`config.mk`:
```
export PLATFORM = sky130hd
export DESIGN_NAME = button_debouncer_flat
export DESIGN_NICKNAME = d
export VERILOG_FILES = /design/src/rtl/button_debouncer_if.sv /design/src/rtl/button_debouncer.sv /design/src/flat_wrapper.sv
export SDC_FILE = /design/constraint.sdc
export NUM_CORES = 1
export LEC_CHECK = 0
export BUFFER_PORTS_ARGS = -buffer_cell sky130_fd_sc_hd__buf_4
export CAP_MARGIN = 30
export CORE_ASPECT_RATIO = 1.4
export CORE_MARGIN = 8
export CORE_UTILIZATION = 50
export DETAILED_ROUTE_END_ITERATION = 10
export PLACE_DENSITY = 0.69
export SLEW_MARGIN = 10
export SYNTH_ARGS = -nofsm -noshare
export SYNTH_HDL_FRONTEND = slang
export SYNTH_SLANG_ARGS = --single-unit
export TNS_END_PERCENT = 50
```
`constraint.sdc`:
```
create_clock -name clk -period 3.3 [get_ports clk]
set_input_delay 0.165 -clock clk [delete_from_list [all_inputs] [get_ports clk]]
set_output_delay 0.165 -clock clk [all_outputs]
set_load 0.005 [all_outputs]
```
`src/rtl/button_debouncer_if.sv`:
```
// Pushbutton pin plus its cleaned outputs: the debouncer is the slave,
// whatever drives the pin and consumes the pulses is the master.
interface button_debouncer_if;
  logic btn_in;
  logic btn_level;
  logic press_pulse;
  logic release_pulse;

  modport master (
    output btn_in,
    input  btn_level,
    input  press_pulse,
    input  release_pulse
  );

  modport slave (
    input  btn_in,
    output btn_level,
    output press_pulse,
    output release_pulse
  );
endinterface

```
`src/rtl/button_debouncer.sv`:
```
// Debounces one raw pushbutton into a level and single-cycle press/release
// pulses. Define BTN_REPEAT_EN to build auto-repeat press pulses while held.
module button_debouncer #(
  parameter int DEBOUNCE_CYCLES = 120000,
  parameter int BTN_ACTIVE_LOW  = 1,
  parameter int REPEAT_DELAY    = 6000000,
  parameter int REPEAT_PERIOD   = 1200000
) (
  input  logic                clk,
  input  logic                rst,
  button_debouncer_if.slave   btn
);
  localparam int              CNT_W    = $clog2(DEBOUNCE_CYCLES + 1);
  localparam logic            IDLE_LVL = (BTN_ACTIVE_LOW != 0);
  localparam logic [CNT_W-1:0] CNT_LAST = CNT_W'(DEBOUNCE_CYCLES - 1);

  typedef enum logic [1:0] {
    IDLE,
    PRESS_WAIT,
    HELD,
    RELEASE_WAIT
  } state_t;

  logic             sync1_reg, sync2_reg;
  logic             btn_s;
  state_t           state_reg, state_next;
  logic [CNT_W-1:0] cnt_reg, cnt_next;
  logic             level_reg, level_next;
  logic             press_reg, press_next;
  logic             release_reg, release_next;
  logic             rpt_fire;

  // Sync flops idle at the pin's released level so reset never looks like a press.
  always_ff @(posedge clk or negedge rst) begin
    if (!rst) begin
      sync1_reg <= IDLE_LVL;
      sync2_reg <= IDLE_LVL;
    end else begin
      sync1_reg <= btn.btn_in;
      sync2_reg <= sync1_reg;
    end
  end

  assign btn_s = sync2_reg ^ IDLE_LVL;

  always_ff @(posedge clk or negedge rst) begin
    if (!rst) begin
      state_reg   <= IDLE;
      cnt_reg     <= '0;
      level_reg   <= 1'b0;
      press_reg   <= 1'b0;
      release_reg <= 1'b0;
    end else begin
      state_reg   <= state_next;
      cnt_reg     <= cnt_next;
      level_reg   <= level_next;
      press_reg   <= press_next;
      release_reg <= release_next;
    end
  end

  always_comb begin
    state_next   = state_reg;
    cnt_next     = cnt_reg;
    level_next   = level_reg;
    press_next   = 1'b0;
    release_next = 1'b0;
    case (state_reg)
      IDLE: begin
        if (btn_s) begin
          state_next = PRESS_WAIT;
          cnt_next   = '0;
        end
      end
      PRESS_WAIT: begin
        if (!btn_s) begin
          state_next = IDLE;
        end else if (cnt_reg == CNT_LAST) begin
          state_next = HELD;
          level_next = 1'b1;
          press_next = 1'b1;
        end else begin
          cnt_next = cnt_reg + CNT_W'(1);
        end
      end
      HELD: begin
        if (!btn_s) begin
          state_next = RELEASE_WAIT;
          cnt_next   = '0;
        end else if (rpt_fire) begin
          press_next = 1'b1;
        end
      end
      RELEASE_WAIT: begin
        if (btn_s) begin
          state_next = HELD;
        end else if (cnt_reg == CNT_LAST) begin
          state_next   = IDLE;
          level_next   = 1'b0;
          release_next = 1'b1;
        end else begin
          cnt_next = cnt_reg + CNT_W'(1);
        end
      end
      default: state_next = IDLE;
    endcase
  end

`ifdef BTN_REPEAT_EN
  localparam int RPT_MAX = (REPEAT_DELAY > REPEAT_PERIOD) ? REPEAT_DELAY : REPEAT_PERIOD;
  localparam int RPT_W   = $clog2(RPT_MAX + 1);
  localparam logic [RPT_W-1:0] DELAY_LAST  = RPT_W'(REPEAT_DELAY - 1);
  localparam logic [RPT_W-1:0] PERIOD_LAST = RPT_W'(REPEAT_PERIOD - 1);

  logic [RPT_W-1:0] rpt_cnt_reg, rpt_cnt_next;
  logic             rpt_phase_reg, rpt_phase_next;

  always_ff @(posedge clk or negedge rst) begin
    if (!rst) begin
      rpt_cnt_reg   <= '0;
      rpt_phase_reg <= 1'b0;
    end else begin
      rpt_cnt_reg   <= rpt_cnt_next;
      rpt_phase_reg <= rpt_phase_next;
    end
  end

  // Phase 0 waits for the first repeat, phase 1 paces the following ones.
  always_comb begin
    rpt_cnt_next   = rpt_cnt_reg;
    rpt_phase_next = rpt_phase_reg;
    rpt_fire       = 1'b0;
    case (state_reg)
      IDLE, PRESS_WAIT: begin
        rpt_cnt_next   = '0;
        rpt_phase_next = 1'b0;
      end
      HELD: begin
        if (btn_s) begin
          if (rpt_cnt_reg == (rpt_phase_reg ? PERIOD_LAST : DELAY_LAST)) begin
            rpt_fire       = 1'b1;
            rpt_cnt_next   = '0;
            rpt_phase_next = 1'b1;
          end else begin
            rpt_cnt_next = rpt_cnt_reg + RPT_W'(1);
          end
        end
      end
      default: ;
    endcase
  end
`else
  assign rpt_fire = 1'b0;
`endif

  assign btn.btn_level     = level_reg;
  assign btn.press_pulse   = press_reg;
  assign btn.release_pulse = release_reg;
endmodule

```
`src/flat_wrapper.sv`:
```
// flat-port wrapper written by rule: the top's interface ports become plain ports
module button_debouncer_flat 
#(
  parameter int DEBOUNCE_CYCLES = 120000,
  parameter int BTN_ACTIVE_LOW  = 1,
  parameter int REPEAT_DELAY    = 6000000,
  parameter int REPEAT_PERIOD   = 1200000
)
  (clk, rst, btn_btn_in, btn_btn_level, btn_press_pulse, btn_release_pulse);
  button_debouncer_if btn_i ();
  input  logic clk;
  input  logic rst;
  input wire logic [$bits(btn_i.btn_in)-1:0] btn_btn_in;
  output wire logic [$bits(btn_i.btn_level)-1:0] btn_btn_level;
  output wire logic [$bits(btn_i.press_pulse)-1:0] btn_press_pulse;
  output wire logic [$bits(btn_i.release_pulse)-1:0] btn_release_pulse;
  assign btn_i.btn_in = btn_btn_in;
  assign btn_btn_level = btn_i.btn_level;
  assign btn_press_pulse = btn_i.press_pulse;
  assign btn_release_pulse = btn_i.release_pulse;
  button_debouncer #(.DEBOUNCE_CYCLES(DEBOUNCE_CYCLES), .BTN_ACTIVE_LOW(BTN_ACTIVE_LOW), .REPEAT_DELAY(REPEAT_DELAY), .REPEAT_PERIOD(REPEAT_PERIOD)) u_core (.clk(clk), .rst(rst), .btn(btn_i));
endmodule
```
==> reports/qor.yml <==
global_routing:
  track_usage: 0.128
  grt_pass1_vias: 1001
  gr-total-overflow: 0
  antenna_found_initial: 0
  grt_pass1_wl_mm: 4.37
  grt_start_max_net_pins: 25
cts:
  hold_buffers: 2
  insertion_delay_ns: 0.31
  cts-htree-levels: 1
  cts-root-buf: "clkbuf_4"
  cts.path.max_buffers: 2
  cts_sinks: 24
  clk_pin_slew_ns: 0.13
  cts_tree: "done"
  cts_setup_buffers: 0
  cts_buffers: 3
  cts_resized: 0
critical_path:
  critPathLaunchType: "register"
  endpoint_kind: "register"
  regToRegSetupSlack_ns: 1.15
  r2r_cells: 5
  cpMaxStageDelayCell: "dfrtp_1"
  required_ns: 3.54
  crit_chain: "nand4b_1, nor4_2, a31o_1, nor2_2, nor3_1"
  r2r_end: "u_core.cnt_reg[16]"
  max_stage_delay_ns: 0.66
  crit_arrival_ns: 2.39
  critPathKind: "register to register"
  r2r_start: "u_core.state_reg[0]"
  cp_max_fo: 17
floorplan:
  fp.dieH_um: 75.5
  start_util: 0.529
  core-area_um2: 2390
  rows: 21
  fp.dieW_um: 58.5
  io_pins: 6
  dieArea_um2: 4420
synth:
  synth_edf_count: 0
  synth_area_um2: 1260
  yosysWarnings: 0
  avgSynthCellArea_um2: 9.95
  ys_ff_latch: 24
  yosysSeqAreaShare: 0.477
  yosysUniqueCellTypes: 46
  netlist_instances: 127
  synth_ff_type: "dfrtp_1"
  async_flop_share: 1.00
  syn_nets: 131
pwr:
  power_uw: 493
  peakVddDrop_uv: 265
  p_leak_nw: 0.582
  power_density_nw_per_um2: 367
placed_design:
  place_area_um2: 1300
  numPortBuffers: 5
  dp_hpwl_mm: 1.74
  gp_congestion: 0.843
  place_inst: 163
layout:
  area_growth_pct: 6.34
  drive_gt1_frac: 0.127
  fin_area_um2: 1340
  layout.nets: 140
  fill_cells: 217
  diodes: 0
  largest_register_ffs: 17
  final-instance-count-excl-fill: 168
  utilization: 0.562
sta:
  finalMaxSlewViolations: 0
  finalCriticalPeriod_ns: 2.15
  rsz0062_at_grt: "no"
  fmax_ghz: 0.464
  fin_crit_sh: 0.653
  hold_viol: 0
  max-slew-margin-rel: 0.533
  tightest_slew_ns: 0.695
  finalSetupViolCount: 0
  skew_ns: 0.00245
  tns_ns: 0
route:
  routed-via-count: 976
  post_drt_via_cell_ratio: 5.81
  drt_iter0_markers: 29
  wl_mm: 2.53
  dr.pass1.iters: 4
  avgRoutedWirePerCell_um: 15.0
  drc: 0
  ant_nets: 0
status:
  status: "complete, no violations"
min_path:
  hold_path.class: "input port to async pin"
job:
  cap_viol_max_count: 0
-- placed cells by master, fill, tap and decap left out, types with 3 or more instances in the layout --
cell and count:
dfrtp_1 22, nand2_1 13, nor2_1 9, nand3_1 9, nor3_1 7, o21ai_0 6
buf_4 6, inv_1 5, a31oi_1 5, and3_1 4, a22o_1 4, clkbuf_4 3
-- stage by stage --
stage | hold WS [ns] | worst slack [ns]
global placement | 0.0728 | 1.33
CTS | 0.275 | 1.14
floorplan | -0.131 | 1.67
finish | 0.265 | 1.15
global route | 0.303 | 0.976
detailed placement | 0.0775 | 1.19
-- per-layer routing --
layer | global-route usage | part of all wire | vias to the layer above | wire [um]
li1 | - | - | 485 | -
met1 | 0.142 | 0.45 | 470 | 1140
met2 | 0.231 | 0.51 | 17 | 1280
met3 | 0.0186 | 0.032 | 4 | 80
met4 | 0.0628 | 0.011 | 0 | 28
met5 | 0 | 0 | - | 0
-- synth_stat cells, types with 2 or more instances --
cell,number,area (um^2)
dfrtp_1,22,551
xor2_1,2,17.5
nand3_1,9,45.0
xnor2_1,2,17.5
o21ai_0,6,30.0
a22o_1,4,35.0
inv_1,5,18.8
nand2_1,13,48.8
a21o_1,2,15.0
and3_1,4,25.0
a31oi_1,5,31.3
nor4_1,2,12.5
mux2i_1,2,20.0
nand2b_1,2,12.5
nor2_1,9,33.8
dfstp_2,2,52.6
nor3_1,7,35.0
-- kinds of logic after synthesis --
family	synth area share
DFF	0.477
xor gates and xnor gates	0.0277
and+or+nand+nor	0.251
muxes	0.0248
adders and majority gates	0.00990
buffers and inverters	0.0545
AOI/OAI and AO/OA	0.154
-- critical path, delay by kind of cell, from the launching register on --
| family | cells | cell delay, ns |
|---|---|---|
| AND/OR/NAND/NOR | 4 | 0.82 |
| flip-flops | 1 | 0.66 |
| AO/OA/AOI/OAI | 1 | 0.60 |
-- area by class of cell --
class                           instances  area, um^2  area share
Timing Repair Buffer                    8        65.1      0.0484
Multi-Input combinational cell         94         592       0.440
Tap cell                               34        42.5      0.0317
Clock buffer                            3        22.5      0.0168
Inverter                                5        18.8      0.0140
Sequential cell                        24         603       0.449
-- worst max-delay path by stage --
stage                     cells past startpoint                 from                 end
after floorplan                               4    u_core.cnt_reg[6]            register
after global placement                        6    u_core.cnt_reg[0]  u_core.cnt_reg[16]
after detailed placement                      5  u_core.state_reg[0]  u_core.cnt_reg[16]
after CTS                                     5  u_core.state_reg[0]  u_core.cnt_reg[16]
after global routing                          5  u_core.state_reg[0]  u_core.cnt_reg[16]
final                                         5  u_core.state_reg[0]  u_core.cnt_reg[16]
-- where the power goes --
part           leakage [nW]  switching (mW)  internal [mW]
Combinational         0.245          0.0220         0.0171
Sequential            0.323          0.0187          0.306
Clock                0.0138          0.0861         0.0427
Total                 0.582           0.127          0.366
Note: power is estimated with default switching activity, not from simulation.
